$ cat src/rtl/dmac_job_sched_if.sv
// dmac_job_sched_if: requester, engine and completion signals of the DMA job scheduler.
// Ports: none; the sched modport is the scheduler side, the tb modport drives requesters and the engine.
interface dmac_job_sched_if;
    logic [1:0]  req_valid_i;
    logic [1:0]  req_ready_o;
    logic [31:0] req0_src_i;
    logic [31:0] req1_src_i;
    logic [31:0] req0_dst_i;
    logic [31:0] req1_dst_i;
    logic [5:0]  req0_width_i;
    logic [5:0]  req1_width_i;
    logic [31:0] eng_src_o;
    logic [31:0] eng_dst_o;
    logic [5:0]  eng_width_o;
    logic        eng_start_o;
    logic        eng_done_i;
    logic        cmpl_valid_o;
    logic        cmpl_port_o;
    logic        cmpl_err_o;
    logic        busy_o;
    modport sched (
        input  req_valid_i, req0_src_i, req1_src_i, req0_dst_i, req1_dst_i,
               req0_width_i, req1_width_i, eng_done_i,
        output req_ready_o, eng_src_o, eng_dst_o, eng_width_o, eng_start_o,
               cmpl_valid_o, cmpl_port_o, cmpl_err_o, busy_o
    );
    modport tb (
        output req_valid_i, req0_src_i, req1_src_i, req0_dst_i, req1_dst_i,
               req0_width_i, req1_width_i, eng_done_i,
        input  req_ready_o, eng_src_o, eng_dst_o, eng_width_o, eng_start_o,
               cmpl_valid_o, cmpl_port_o, cmpl_err_o, busy_o
    );
endinterface

$ cat src/rtl/dmac_job_sched.sv
// dmac_job_sched: round-robin scheduler of two requesters onto one matrix padding engine.
// Ports: clk, rst_n (sync, active-low); bus (dmac_job_sched_if.sched) carries requests,
// engine config/start/done, completion report and busy.
// Optional watchdog: define DMAC_SCHED_TIMEOUT_EN to abort a stuck job after TIMEOUT_CYCLES.
module dmac_job_sched #(
    parameter int unsigned TIMEOUT_CYCLES = 65535
) (
    input logic              clk,
    input logic              rst_n,
    dmac_job_sched_if.sched  bus
);
    typedef enum logic [2:0] {S_IDLE, S_ISSUE, S_WAIT_BUSY, S_WAIT_DONE, S_REPORT, S_HALT} state_t;
    state_t      r_state;
    logic        r_last;
    logic        r_port;
    logic        r_bad;
    logic        r_start;
    logic        r_cv;
    logic        r_err;
    logic [31:0] r_src;
    logic [31:0] r_dst;
    logic [5:0]  r_width;
    logic        w_acc;
    logic        w_gnt;
    logic        w_bad;
    logic [5:0]  w_width;
    if (TIMEOUT_CYCLES == 0) begin : g_bad_timeout
        $error("TIMEOUT_CYCLES must be nonzero");
    end
    // With both requesting, the one not granted last wins.
    assign w_gnt   = &bus.req_valid_i ? ~r_last : bus.req_valid_i[1];
    assign w_acc   = r_state == S_IDLE && |bus.req_valid_i && bus.eng_done_i;
    assign w_width = w_gnt ? bus.req1_width_i : bus.req0_width_i;
    assign w_bad   = w_width == 6'd0 || w_width[1:0] != 2'b00;
    assign bus.req_ready_o  = w_acc ? (w_gnt ? 2'b10 : 2'b01) : 2'b00;
    assign bus.eng_src_o    = r_src;
    assign bus.eng_dst_o    = r_dst;
    assign bus.eng_width_o  = r_width;
    assign bus.eng_start_o  = r_start;
    assign bus.cmpl_valid_o = r_cv;
    assign bus.cmpl_port_o  = r_port;
    assign bus.cmpl_err_o   = r_err;
    assign bus.busy_o       = r_state != S_IDLE;
`ifdef DMAC_SCHED_TIMEOUT_EN
    localparam int CW = $clog2(TIMEOUT_CYCLES + 1);
    localparam logic [CW-1:0] TMO = CW'(TIMEOUT_CYCLES);
    logic [CW-1:0] r_cnt;
    logic          w_wait;
    logic          w_tmo;
    assign w_wait = r_state == S_WAIT_BUSY || r_state == S_WAIT_DONE;
    // Fires on the wait cycle that brings the count to TIMEOUT_CYCLES.
    assign w_tmo  = w_wait && r_cnt + CW'(1) == TMO;
`endif
    always_ff @(posedge clk) begin
        if (!rst_n) begin
            r_state <= S_IDLE;
            r_last  <= 1'b1;
            r_port  <= 1'b0;
            r_bad   <= 1'b0;
            r_start <= 1'b0;
            r_cv    <= 1'b0;
            r_err   <= 1'b0;
            r_src   <= '0;
            r_dst   <= '0;
            r_width <= '0;
        end else begin
            r_start <= 1'b0;
            r_cv    <= 1'b0;
            case (r_state)
                S_IDLE: if (w_acc) begin
                    r_state <= S_ISSUE;
                    r_last  <= w_gnt;
                    r_port  <= w_gnt;
                    r_src   <= w_gnt ? bus.req1_src_i : bus.req0_src_i;
                    r_dst   <= w_gnt ? bus.req1_dst_i : bus.req0_dst_i;
                    r_width <= w_width;
                    r_bad   <= w_bad;
                    // Start is registered here so it is high exactly during S_ISSUE.
                    r_start <= !w_bad;
                end
                S_ISSUE: begin
                    r_state <= r_bad ? S_REPORT : S_WAIT_BUSY;
                    r_cv    <= r_bad;
                    r_err   <= r_bad;
                end
                S_WAIT_BUSY: if (!bus.eng_done_i) r_state <= S_WAIT_DONE;
                S_WAIT_DONE: if (bus.eng_done_i) begin
                    r_state <= S_REPORT;
                    r_cv    <= 1'b1;
                    r_err   <= 1'b0;
                end
                S_REPORT: r_state <= S_IDLE;
                default: r_state <= r_state;
            endcase
`ifdef DMAC_SCHED_TIMEOUT_EN
            if (w_tmo) begin
                r_state <= S_HALT;
                r_cv    <= 1'b1;
                r_err   <= 1'b1;
            end
`endif
        end
    end
`ifdef DMAC_SCHED_TIMEOUT_EN
    always_ff @(posedge clk) begin
        if (!rst_n) r_cnt <= '0;
        else r_cnt <= w_wait ? r_cnt + CW'(1) : '0;
    end
`endif
endmodule
$ cat src/flat_wrapper.sv
// flat-port wrapper written by rule: the top's interface ports become plain ports
module dmac_job_sched_flat 
#(
    parameter int unsigned TIMEOUT_CYCLES = 65535
)
  (clk, rst_n, bus_req_valid_i, bus_req0_src_i, bus_req1_src_i, bus_req0_dst_i, bus_req1_dst_i, bus_req0_width_i, bus_req1_width_i, bus_eng_done_i, bus_req_ready_o, bus_eng_src_o, bus_eng_dst_o, bus_eng_width_o, bus_eng_start_o, bus_cmpl_valid_o, bus_cmpl_port_o, bus_cmpl_err_o, bus_busy_o);
  dmac_job_sched_if bus_i ();
  input logic clk;
  input logic rst_n;
  input wire logic [$bits(bus_i.req_valid_i)-1:0] bus_req_valid_i;
  input wire logic [$bits(bus_i.req0_src_i)-1:0] bus_req0_src_i;
  input wire logic [$bits(bus_i.req1_src_i)-1:0] bus_req1_src_i;
  input wire logic [$bits(bus_i.req0_dst_i)-1:0] bus_req0_dst_i;
  input wire logic [$bits(bus_i.req1_dst_i)-1:0] bus_req1_dst_i;
  input wire logic [$bits(bus_i.req0_width_i)-1:0] bus_req0_width_i;
  input wire logic [$bits(bus_i.req1_width_i)-1:0] bus_req1_width_i;
  input wire logic [$bits(bus_i.eng_done_i)-1:0] bus_eng_done_i;
  output wire logic [$bits(bus_i.req_ready_o)-1:0] bus_req_ready_o;
  output wire logic [$bits(bus_i.eng_src_o)-1:0] bus_eng_src_o;
  output wire logic [$bits(bus_i.eng_dst_o)-1:0] bus_eng_dst_o;
  output wire logic [$bits(bus_i.eng_width_o)-1:0] bus_eng_width_o;
  output wire logic [$bits(bus_i.eng_start_o)-1:0] bus_eng_start_o;
  output wire logic [$bits(bus_i.cmpl_valid_o)-1:0] bus_cmpl_valid_o;
  output wire logic [$bits(bus_i.cmpl_port_o)-1:0] bus_cmpl_port_o;
  output wire logic [$bits(bus_i.cmpl_err_o)-1:0] bus_cmpl_err_o;
  output wire logic [$bits(bus_i.busy_o)-1:0] bus_busy_o;
  assign bus_i.req_valid_i = bus_req_valid_i;
  assign bus_i.req0_src_i = bus_req0_src_i;
  assign bus_i.req1_src_i = bus_req1_src_i;
  assign bus_i.req0_dst_i = bus_req0_dst_i;
  assign bus_i.req1_dst_i = bus_req1_dst_i;
  assign bus_i.req0_width_i = bus_req0_width_i;
  assign bus_i.req1_width_i = bus_req1_width_i;
  assign bus_i.eng_done_i = bus_eng_done_i;
  assign bus_req_ready_o = bus_i.req_ready_o;
  assign bus_eng_src_o = bus_i.eng_src_o;
  assign bus_eng_dst_o = bus_i.eng_dst_o;
  assign bus_eng_width_o = bus_i.eng_width_o;
  assign bus_eng_start_o = bus_i.eng_start_o;
  assign bus_cmpl_valid_o = bus_i.cmpl_valid_o;
  assign bus_cmpl_port_o = bus_i.cmpl_port_o;
  assign bus_cmpl_err_o = bus_i.cmpl_err_o;
  assign bus_busy_o = bus_i.busy_o;
  dmac_job_sched #(.TIMEOUT_CYCLES(TIMEOUT_CYCLES)) u_core (.clk(clk), .rst_n(rst_n), .bus(bus_i));
endmodule
$ cat config.mk
export PLATFORM = sky130hd
export DESIGN_NAME = dmac_job_sched_flat
export DESIGN_NICKNAME = d
export VERILOG_FILES = /design/src/rtl/dmac_job_sched_if.sv /design/src/rtl/dmac_job_sched.sv /design/src/flat_wrapper.sv
export SDC_FILE = /design/constraint.sdc
export NUM_CORES = 1
export LEC_CHECK = 0
export ABC_AREA = 1
export BUFFER_PORTS_ARGS = -buffer_cell sky130_fd_sc_hd__clkbuf_2
export CORE_UTILIZATION = 47
export CTS_CLUSTER_SIZE = 25
export DETAILED_ROUTE_END_ITERATION = 16
export PLACE_DENSITY = 0.85
export SLEW_MARGIN = 20
export SYNTH_ARGS = -nofsm -noshare
export SYNTH_HDL_FRONTEND = slang
export SYNTH_SLANG_ARGS = --single-unit
$ cat constraint.sdc
create_clock -name clk -period 2 [get_ports clk]
set_input_delay 0.4 -clock clk [delete_from_list [all_inputs] [get_ports clk]]
set_output_delay 0.4 -clock clk [all_outputs]
set_load 0.05 [all_outputs]
# After elaboration in Yosys (flattened, before gate mapping)
# Index checks and enable logic that the tools add are counted.
# W data, S select, Z words.
op_classes:
  n_eq_ne: 7
  bitwise: 1
  n_mux: 15
  reduce_logical: 16
op_table:
  columns: ["operator", "count"]
  rows:
  - ["$mux W32", 2]
  - ["$pmux W3 S5", 1]
  - ["$mux W3", 4]
  - ["$eq A3 B2 Y1 const B", 2]
  - ["$logic_not A6 Y1", 1]
  - ["$mux W6", 1]
  - ["$reduce_and A2 Y1", 3]
  - ["$reduce_bool A5 Y1", 1]
  - ["$mux W2", 2]
  - ["$ne A2 B2 Y1 const B", 2]
  - ["$pmux W1 S2", 2]
  - ["$reduce_and A4 Y1", 1]
  - ["$reduce_bool A2 Y1", 2]
  - ["$eq A3 B1 Y1 const B", 1]
  - ["$eq A3 B3 Y1 const B", 1]
  - ["$logic_not A3 Y1", 1]
  - ["$mux W1", 3]
  - ["$reduce_and A3 Y1", 1]
  - ["$reduce_bool A3 Y1", 1]
  - ["$logic_and A1 B1 Y1", 2]
  - ["$ne A2 B1 Y1 const B", 1]
  - ["$reduce_or A2 Y1", 1]
  - ["$logic_not A1 Y1", 1]
  - ["$logic_or A1 B1 Y1", 1]
  - ["$not A1 Y1", 1]
totals:
  word_cells: 49
  in_bits: 145
  ff_bits: 79
  output_inout_bits: 77

# Logic depth before layout (Yosys ltp)
# Gate-level depths: netlist of the first run.
depth:
  depth_word: 6
  ltp_mapped: 10
  mapped_depth_nobuf: 9

# Worst setup path after synthesis of the first run
# No wires, ideal clock.
synth_timing:
  kind: "register to output"
  from: "register u_core.r_state[2]"
  to: "output port bus_req_ready_o[0]"
  n_path_buf: 1
  path_slack_ns: -0.193
  arrival_ns: 1.793
  required_time_ns: 1.600
  path_stages_with_launch: 7
  path_cell_list: "dfxtp_1 > nor2_4 > nand2_2 > nor2_4 > inv_2 > buf_4 > nor2_1"
synth_between:
  elab_chain_len: 4
synth_lines:
  columns: ["element", "line_no", "source"]
  rows:
  - ["from (decl)", "dmac_job_sched.sv:13", "state_t r_state;"]
  - ["from (signal assigned)", "dmac_job_sched.sv:82", "r_state <= r_bad ? S_REPORT : S_WAIT_BUSY;"]
  - ["from (signal assigned)", "dmac_job_sched.sv:93", "default: r_state <= r_state;"]
  - ["$logic_not A3 Y1", "dmac_job_sched.sv:32", "assign w_acc = r_state == S_IDLE && |bus.req_valid_i && bus.eng_done_i;"]
  - ["$logic_and A1 B1 Y1 (2 in series)", "dmac_job_sched.sv:32", null]
  - ["$mux W2", "dmac_job_sched.sv:35", "assign bus.req_ready_o = w_acc ? (w_gnt ? 2'b10 : 2'b01) : 2'b00;"]
  - ["to (decl)", "flat_wrapper.sv:18", "output wire logic [$bits(bus_i.req_ready_o)-1:0] bus_req_ready_o;"]
# No other way between the ends.

# Worst setup path after layout of the first run
# Same ends and word-level chain as after synthesis.

==> results of run 1 <==
-- stage by stage --
| step | TNS (ns) | utilization | setup slack, ns | hold WS [ns] | instance area (µm²) |
|---|---|---|---|---|---|
| 5_1_grt | -0.00119 | 0.661 | -0.00119 | 0.345 | 5080 |
| 6_report | 0 | 0.661 | 0.0825 | 0.336 | 5080 |
| 2_1_floorplan | 0 | - | 0.0386 | 0.429 | 3720 |
| 4_1_cts | 0 | 0.660 | 0.0214 | 0.311 | 5070 |
| 3_5_place_dp | 0 | 0.629 | 0.291 | 0.455 | 4830 |
| 3_3_place_gp | 0 | 0.629 | 0.354 | 0.451 | 4830 |
-- cell type report --
class                   count  area share
repair buffers            228       0.237
clock buffers              13      0.0293
clock inverters             3      0.0177
well taps                 102      0.0251
inverters                  11     0.00813
flip-flops and latches     79       0.311
multi-input cells         461       0.371
-- metal layers --
| layer | vias up | GRT usage | share of wire |
|---|---|---|---|
| li1 | 2234 | - | - |
| met1 | 1921 | 0.297 | 0.43 |
| met2 | 166 | 0.473 | 0.50 |
| met3 | 14 | 0.0404 | 0.064 |
| met4 | 0 | 0.111 | 0.013 |
| met5 | - | 0 | 0 |
-- registers in the layout, summed over array words and instances, names as in the netlist --
| register | flops |
|---|---|
| u_core.r_state | 3 |
| u_core.r_bad | 1 |
| u_core.r_last | 1 |
| u_core.bus.eng_start_o | 1 |
| u_core.bus.cmpl_err_o | 1 |
| u_core.bus.cmpl_port_o | 1 |
| u_core.bus.eng_width_o | 6 |
| u_core.bus.eng_dst_o | 32 |
| u_core.bus.cmpl_valid_o | 1 |
| u_core.bus.eng_src_o | 32 |
-- worst paths after layout --
| check | slack, ns | end | depth (start not counted) |
|---|---|---|---|
| min reg2reg | 0.47 | u_core.bus.eng_dst_o[7]$_SDFFE_PN0P_ | 2 |
| min | 0.34 | u_core.bus.eng_width_o[5]$_SDFFE_PN0P_ | 3 |
| max reg2reg | 0.44 | u_core.r_bad$_SDFFE_PN0P_ | 10 |
| max | 0.08 | bus_req_ready_o[0] | 6 |
-- worst max-delay path, delay by kind of cell (launching register included) --
kind / cells / cell delay, ns
AND/OR/NAND/NOR: 4 / 0.58
flip-flops: 1 / 0.35
buffers and inverters: 2 / 0.26
-- power groups by stage --
stage | Sequential, µW | Clock [µW] | Combinational (µW)
after detailed placement | 2070 | 0 | 2580
final | 2030 | 1420 | 2580
after floorplan | 2950 | 0 | 1070
after CTS | 2030 | 1450 | 2590
after global routing | 2070 | 1520 | 2790
after global placement | 2050 | 0 | 2530
-- cells by family after synthesis --
group,Yosys count
simple gates,378
compound gates,83
flops,79
buf+inv,48
-- repair_timing --
item                                    4_1_cts  5_1_grt
gates resized for setup                       1        4
endpoints found under the setup margin        1        2
hold buffers                                  0        0
buffers inserted                              0        0
-- placed cells by master (no fill, tap or decap), drive strengths merged --
cell and count:
nand2 352, clkbuf 233, dfxtp 79, a21oi 67
nor2 16, inv 11, nand3 9, o21ai 9
buf 8, a31oi 6, bufinv 3, nand3b 1
a22oi 1
==> flow_summary.yaml, run 1 <==
status:
  status: "finished, final reports clean"
worst_hold_path:
  min_path_type: "primary input to flop"
  hp-start: "bus_req0_width_i[5]"
detailed_routing:
  avgRoutedWirePerCell_um: 11.7
  routed_wl_um: 10500
  via_per_inst: 4.83
  drtIter0Drc: 125
  vias: 4335
  drc_errors: 0
  postRouteAntennaNets: 0
  dr.pass1.iters: 4
synthesis:
  synthAdderAreaFrac: 0
  synth.distinct_cells: 18
  synth_top_area_share: 0.426
  synthCells: 588
  syn_area_per_cell_um2: 6.32
  synth_top_cells_by_count: "nand2_1, dfxtp_1, a21oi_1"
  synth_top_family_by_area: "simple AND/OR/NAND/NOR gates"
  yosysMostFrequentCell: "nand2_1"
  synth_nets: 733
  synth_compound_area_frac: 0.116
  ys.warnings.count: 0
  yosysTopAreaCell: "dfxtp_1"
  muxShareOfSynthArea: 0
  synth_top_flop_cell: "dfxtp_1"
  synth_edf_count: 0
  synth-seq-cells: 79
  yosys-top-cells-area: "dfxtp_1, nand2_1, a21oi_1"
  async_flop_share: 0
  synth-simple-area-share: 0.391
  ys_seq_area_frac: 0.426
  syn_area_um2: 3710
  synth_xor_area_frac: 0
critical_path:
  path_max_fanout: 5
  cp-start-kind: "flop"
  startpoint: "u_core.r_state[2]$_SDFFE_PN0P_"
  r2r_start: "u_core.r_last$_SDFFE_PN1P_"
  crit_chain: "nor2_4 -> nand2_2 -> nor2_4 -> inv_2 -> nor2_2 -> buf_6"
  cp.arrival_ns: 1.52
  critPathCaptureType: "primary output"
  worstPathRequired_ns: 1.60
  crit_slowest_cell: "dfxtp_1"
  critPathKind: "flop to primary output"
  crit_top_cell: "nor2_4"
  critical-path-max-stage-delay_ns: 0.35
finish:
  syn2layout_area_growth_pct: 36.7
  final-seq-area_um2: 1580
  drive_gt1_frac: 0.314
  final_nets: 935
  instances_no_fill: 897
  antennaDiodeCount: 0
  multi_input_area_um2: 1890
  fill_cells: 708
sta:
  finalMaxSlewViolations: 0
  skew_ns: 0.0104
  rsz0062_at_grt: "true"
  setup_viol: 0
  tightestPinTransition_ns: 0.412
  hold_violations: 0
  finalCritPeriodShare: 0.959
  min_period_ns: 1.92
  fmax_mhz: 522
  slew_headroom: 0.725
die:
  die_height_um: 90.9
  placeableCoreArea_um2: 7690
  io_pins: 222
  rows: 32
  dieArea_um2: 8260
  start_util: 0.483
  die_w_um: 90.9
clock_tree:
  clk_path_buf_depth: 2
  cts.sinks: 79
  clk_latency_ns: 0.33
  cts_buffers: 9
  cts_root_buffer: "clkbuf_8"
  clk_pin_slew_ns: 0.08
  cts_tree: "done"
  cts.htree.levels: 3
pwr:
  powerDensity_nw_per_um2: 1190
  p_int_uw: 3410
  p_sw_frac: 0.436
  power.leakage_uw: 0.00275
  p_sw_uw: 2630
  ir_drop_v: 0.000661
  totalPowerFinal_uw: 6040
  power.share.clock: 0.235
  comb_power_share: 0.428
  p_seq_frac: 0.337
global_route:
  grt_start_max_net_pins: 79
  grt.total_usage: 0.259
  antenna_found_initial: 0
  grt_pass1_wl_um: 17600
  first_global_vias: 4029
  gr-total-overflow: 0
place:
  port_buffers: 221
  dp.cells: 881
  gp_congestion: 0.887
  place_hpwl_um: 7490
run:
  cap_violations: 0
Power figures use the tool's default switching activity.
==> run 2, diff against run 1 <==
--- a/config.mk
+++ b/config.mk
@@ -11,6 +11,7 @@
 export CTS_CLUSTER_SIZE = 25
 export DETAILED_ROUTE_END_ITERATION = 16
 export PLACE_DENSITY = 0.85
+export REMOVE_ABC_BUFFERS = 1
 export SLEW_MARGIN = 20
 export SYNTH_ARGS = -nofsm -noshare
 export SYNTH_HDL_FRONTEND = slang
==> run 2 against run 1 <==
  * Wire length decreased by 3.8%
  * Non-clock buffer count increased by 2
  * Register-to-register slack got worse by 0.03 ns
  * Die area unchanged
  * Count of clock-buffer cells in the layout decreased by 4
  * Final area decreased by 0.74%
  * Worst setup slack improved by 0.043 ns
  * Critical path depth unchanged
  * Core utilization decreased by 0.49 points
  * Sequential share of layout area increased by 0.23 points
  * Critical endpoint is now bus_req_ready_o[1]
  * Highest routed layer unchanged
==> flow_summary.yaml, run 2 (same netlist as run 1, synthesis figures left out) <==
sta:
  finalMaxSlewViolations: 0
  rsz0062_at_grt: "false"
  tightestPinTransition_ns: 0.458
  slew_headroom: 0.695
  fin_ws_ns: 0.126
  finalCritPeriodShare: 0.937
  skew_ns: 0.00704
  hold_violations: 0
  min_period_ns: 1.87
  setup_viol: 0
  fmax_mhz: 534
critical_path:
  cp-start-kind: "flop"
  cp.arrival_ns: 1.47
  timing.rr.end: "u_core.r_bad$_SDFFE_PN0P_"
  worstPathRequired_ns: 1.60
  critPathKind: "flop to primary output"
  rrSetupSlack_ns: 0.41
  critPathCaptureType: "primary output"
  path_max_fanout: 5
  r2r_start: "u_core.r_state[2]$_SDFFE_PN0P_"
  r2r_cells: 7
detailed_routing:
  via_per_inst: 4.82
  drc_errors: 0
  drtIter0Drc: 135
  vias: 4323
  dr.pass1.iters: 4
  routed_wl_um: 10100
  postRouteAntennaNets: 0
  avgRoutedWirePerCell_um: 11.2
pwr:
  p_seq_frac: 0.350
  ir_drop_v: 0.000538
  powerDensity_nw_per_um2: 1150
  p_sw_frac: 0.447
  power.share.clock: 0.209
  p_sw_uw: 2600
  power.leakage_uw: 0.00274
  p_int_uw: 3210
  comb_power_share: 0.441
clock_tree:
  clk_latency_ns: 0.34
  cts.htree.levels: 3
  clk_pin_slew_ns: 0.07
  ctsHoldBuffers: 0
  cts.sinks: 79
  clk_path_buf_depth: 2
  cts_tree: "done"
  cts_root_buffer: "clkbuf_8"
  cts_buffers: 9
global_route:
  antenna_found_initial: 0
  gr-total-overflow: 0
  grt.total_usage: 0.249
  grt_start_max_net_pins: 71
  grt_pass1_wl_um: 16900
  first_global_vias: 3962
die:
  die_w_um: 90.9
  start_util: 0.483
  die_height_um: 90.9
  dieArea_um2: 8260
  rows: 32
  placeableCoreArea_um2: 7690
  io_pins: 222
place:
  gp_congestion: 0.855
  port_buffers: 221
  place_hpwl_um: 7470
  pre_cts_ws_ns: 0.296
finish:
  final_cell_mix: "nand2_1, clkbuf_2, dfxtp_1, a21oi_1, nor2_1"
  postLayoutCoreUtil: 0.656
  final_common_cell: "nand2_1"
  syn2layout_area_growth_pct: 35.7
  drive_gt1_frac: 0.318
  antennaDiodeCount: 0
  final_nets: 937
status:
  status: "finished, final reports clean"
worst_hold_path:
  min_path_type: "primary input to flop"
  hold_path_end: "u_core.bus.eng_width_o[4]$_SDFFE_PN0P_"
  hp-start: "bus_req0_width_i[4]"
  whs_path_depth: 3
run:
  cap_violations: 0
## run 2: critical path, stage by stage, from the launching register on
cell and delay [ns]:
dfxtp_1 0.35, nor2_4 0.16, nand2_2 0.09, nor2_4 0.16, nand2_1 0.09, inv_1 0.07, clkbuf_4 0.22
## run 2: worst max path at each step
stage / to / cells past startpoint / start / slack [ns]
4_1_cts: bus_req_ready_o[0] / 6 / u_core.r_state[2]$_SDFFE_PN0P_ / 0.03
6_report: bus_req_ready_o[1] / 6 / u_core.r_state[2]$_SDFFE_PN0P_ / 0.13
3_5_place_dp: bus_req_ready_o[0] / 6 / bus_req_valid_i[1] / 0.30
3_3_place_gp: bus_req_ready_o[0] / 6 / bus_req_valid_i[1] / 0.35
2_1_floorplan: bus_req_ready_o[0] / 5 / u_core.r_state[2]$_SDFFE_PN0P_ / -1.49
5_1_grt: bus_req_ready_o[1] / 6 / u_core.r_state[2]$_SDFFE_PN0P_ / 0.02
## run 2: layout make-up
class	instances	area, µm²
Sequential cell	79	1580
Inverter	11	41.3
Clock buffer	9	124
Multi-Input combinational cell	461	1890
Timing Repair Buffer	230	1210
Fill cell	719	2650
Clock inverter	5	75.1
Tap cell	102	128
## run 2: timing repair
item                                    CTS  global route
endpoints found under the setup margin    1             2
buffers inserted                          0             0
gates resized for setup                   1             5
## run 2: power by group through the flow
| stage | Sequential (µW) | Clock (µW) | Combinational, µW |
|---|---|---|---|
| finish | 2030 | 1220 | 2560 |
| global route | 2070 | 1320 | 2760 |
| CTS | 2030 | 1250 | 2560 |
| detailed placement | 2060 | 0 | 2550 |
| global placement | 2050 | 0 | 2510 |
| floorplan | 2950 | 0 | 939 |
## run 2: through the flow
stage / power, µW / instance area [µm²] / hold WS [ns] / setup TNS (ns) / instances
detailed placement: 4610 / 4830 / 0.454 / 0 / 883
global placement: 4560 / 4830 / 0.452 / 0 / 883
floorplan: 3890 / 3510 / 0.429 / -45.60 / 551
finish: 5800 / 5040 / 0.342 / 0 / 897
CTS: 5830 / 5030 / 0.325 / 0 / 897
global route: 6150 / 5040 / 0.332 / 0 / 897
## run 2: routing by layer
layer  track usage  vias up  wire length (µm)
met3        0.0455       25               684
met1         0.287     1893              4180
met5             0        -                 0
met4         0.112        0               235
met2         0.445      173              4960
li1              -     2232                 -
==> run 3, diff against run 2 <==
--- a/config.mk
+++ b/config.mk
@@ -6,13 +6,14 @@
 export NUM_CORES = 1
 export LEC_CHECK = 0
 export ABC_AREA = 1
-export BUFFER_PORTS_ARGS = -buffer_cell sky130_fd_sc_hd__clkbuf_2
-export CORE_UTILIZATION = 47
+export CORE_AREA = 2 2 86 88
 export CTS_CLUSTER_SIZE = 25
 export DETAILED_ROUTE_END_ITERATION = 16
-export PLACE_DENSITY = 0.85
+export DIE_AREA = 0 0 88 90
+export DONT_BUFFER_PORTS = 1
+export MAX_ROUTING_LAYER = met4
+export PLACE_DENSITY = 0.68
 export REMOVE_ABC_BUFFERS = 1
-export SLEW_MARGIN = 20
 export SYNTH_ARGS = -nofsm -noshare
 export SYNTH_HDL_FRONTEND = slang
 export SYNTH_SLANG_ARGS = --single-unit
==> run 3 against run 2 <==
  * Total power down 7.1%
  * Sequential cell count unchanged
  * Combinational power down 52%
  * Via count down 20%
  * Final area down 22%
  * Core utilization down 9.4 points
  * Sequential power up 47%
  * Fmax down 0.65%
  * Non-clock buffer count down 219
  * Largest cell class unchanged
  * Critical endpoint is now bus_req_ready_o[0]
  * Register-to-register slack better by 0.10 ns
  * Global-route usage down 2.3 points
==> flow_summary.yaml, run 3 (same netlist as run 1, synthesis figures left out) <==
finish:
  fill_cells: 702
  drive_gt1_frac: 0.0589
  final_nets: 718
  syn2layout_area_growth_pct: 6.23
  stdcell_area_um2: 3950
  antennaDiodeCount: 0
  final_cell_mix: "nand2_1, dfxtp_1, a21oi_1, nor2_1, clkbuf_8"
  postLayoutCoreUtil: 0.562
  final_common_cell: "nand2_1"
die:
  io_pins: 222
  placeableCoreArea_um2: 7020
  start_util: 0.529
  rows: 31
  die_w_um: 88
  dieArea_um2: 7920
  die_height_um: 90
clock_tree:
  cts_resized: 0
  cts_tree: "done"
  cts_buffers: 9
  cts.htree.levels: 3
  cts_root_buffer: "clkbuf_8"
  clk_latency_ns: 0.34
  clk_pin_slew_ns: 0.07
  cts.sinks: 79
  cts_setup_buffers: 0
  clk_path_buf_depth: 2
  ctsHoldBuffers: 0
sta:
  finalCritPeriodShare: 0.943
  finalMaxSlewViolations: 0
  finalSetupTns_ns: 0
  skew_ns: 0.00663
  min_period_ns: 1.89
  hold_violations: 0
  slew_headroom: 0.637
  fin_ws_ns: 0.113
  setup_viol: 0
  tightestPinTransition_ns: 0.544
  rsz0062_at_grt: "false"
  fmax_mhz: 530
status:
  status: "finished, final reports clean"
critical_path:
  crit_chain: "nor2_4 -> nand2_2 -> nor2_4 -> inv_2 -> nor2_1 -> buf_4"
  rrSetupSlack_ns: 0.51
  critical-path-max-stage-delay_ns: 0.34
  cp.arrival_ns: 1.49
  crit_buf_inv: 2
  crit_top_cell: "nor2_4"
  cp_top_family: "simple AND/OR/NAND/NOR gates"
  critPathCaptureType: "primary output"
  path_max_fanout: 5
  cp-start-kind: "flop"
  crit_slowest_cell: "dfxtp_1"
  worstPathRequired_ns: 1.60
  critPathKind: "flop to primary output"
place:
  gp_congestion: 0.796
  port_buffers: 0
  place_hpwl_um: 6300
  place_area_um2: 3750
  pre_cts_ws_ns: 0.468
detailed_routing:
  drc_errors: 0
  vias: 3449
  avgRoutedWirePerCell_um: 13.1
  routed_wl_um: 8880
  dr.pass1.iters: 4
  via_per_inst: 5.10
  drtIter0Drc: 106
  postRouteAntennaNets: 0
worst_hold_path:
  min_path_type: "primary input to flop"
pwr:
  ir_drop_v: 0.000546
  totalPowerFinal_uw: 5390
  powerDensity_nw_per_um2: 1370
  power.leakage_uw: 0.00180
global_route:
  gr-total-overflow: 0
  grt_start_max_net_pins: 71
  grt_pass1_wl_um: 14000
  antenna_found_initial: 0
  grt.total_usage: 0.226
  first_global_vias: 2999
run:
  cap_violations: 0
-- run 3: changes by cell type in the layout (fill, tap and decap cells not counted), sizes merged --
cell,delta
buf,+1
bufinv,-1
clkbuf,-218
-- run 3: layout make-up --
cell class / instances / area (µm²) / area share
well taps: 99 / 124 / 0.0314
flip-flops and latches: 79 / 1580 / 0.401
repair buffers: 11 / 120 / 0.0304
clock buffers: 11 / 151 / 0.0384
inverters: 11 / 41.3 / 0.0105
multi-input cells: 461 / 1880 / 0.477
clock inverters: 4 / 45.0 / 0.0114
-- run 3: worst reg2reg max path, delay by kind of cell, from the launching register on --
| kind | cells | cell delay [ns] |
|---|---|---|
| buf+inv | 1 | 0.39 |
| simple gates | 3 | 0.40 |
| compound gates | 2 | 0.29 |
| flops | 1 | 0.34 |
-- run 3: per-stage QoR --
| stage | hold WS (ns) | cells |
|---|---|---|
| final | 0.146 | 676 |
| after detailed placement | 0.453 | 661 |
| after global placement | 0.451 | 661 |
| after global routing | 0.129 | 676 |
| after CTS | 0.128 | 676 |
| after floorplan | 0.429 | 551 |
-- run 3: path summary, 6_finish.rpt --
check | to | cells after the start | start
setup / recovery | bus_req_ready_o[0] | 6 | u_core.r_state[2]$_SDFFE_PN0P_
setup reg to reg | u_core.bus.eng_width_o[2]$_SDFFE_PN0P_ | 6 | u_core.r_state[2]$_SDFFE_PN0P_
hold / removal | u_core.r_last$_SDFFE_PN1P_ | 1 | rst_n
hold reg to reg | u_core.r_last$_SDFFE_PN1P_ | 2 | u_core.r_last$_SDFFE_PN1P_
-- run 3: routing by layer --
metal  vias to the layer above  share of wire  track usage
met2                       129           0.49        0.363
li1                       1796              -            -
met3                        19          0.086       0.0615
met5                         -              0            -
met1                      1505           0.41        0.263
met4                         0          0.021       0.0936
-- run 3: report_power, final --
group | internal, µW | switching [µW] | total, µW | leakage (µW)
sequential | 1860 | 1120 | 2980 | 0.000645
clock | 632 | 546 | 1180 | 0.000105
combinational | 412 | 818 | 1230 | 0.00105
total | 2910 | 2480 | 5390 | 0.00180
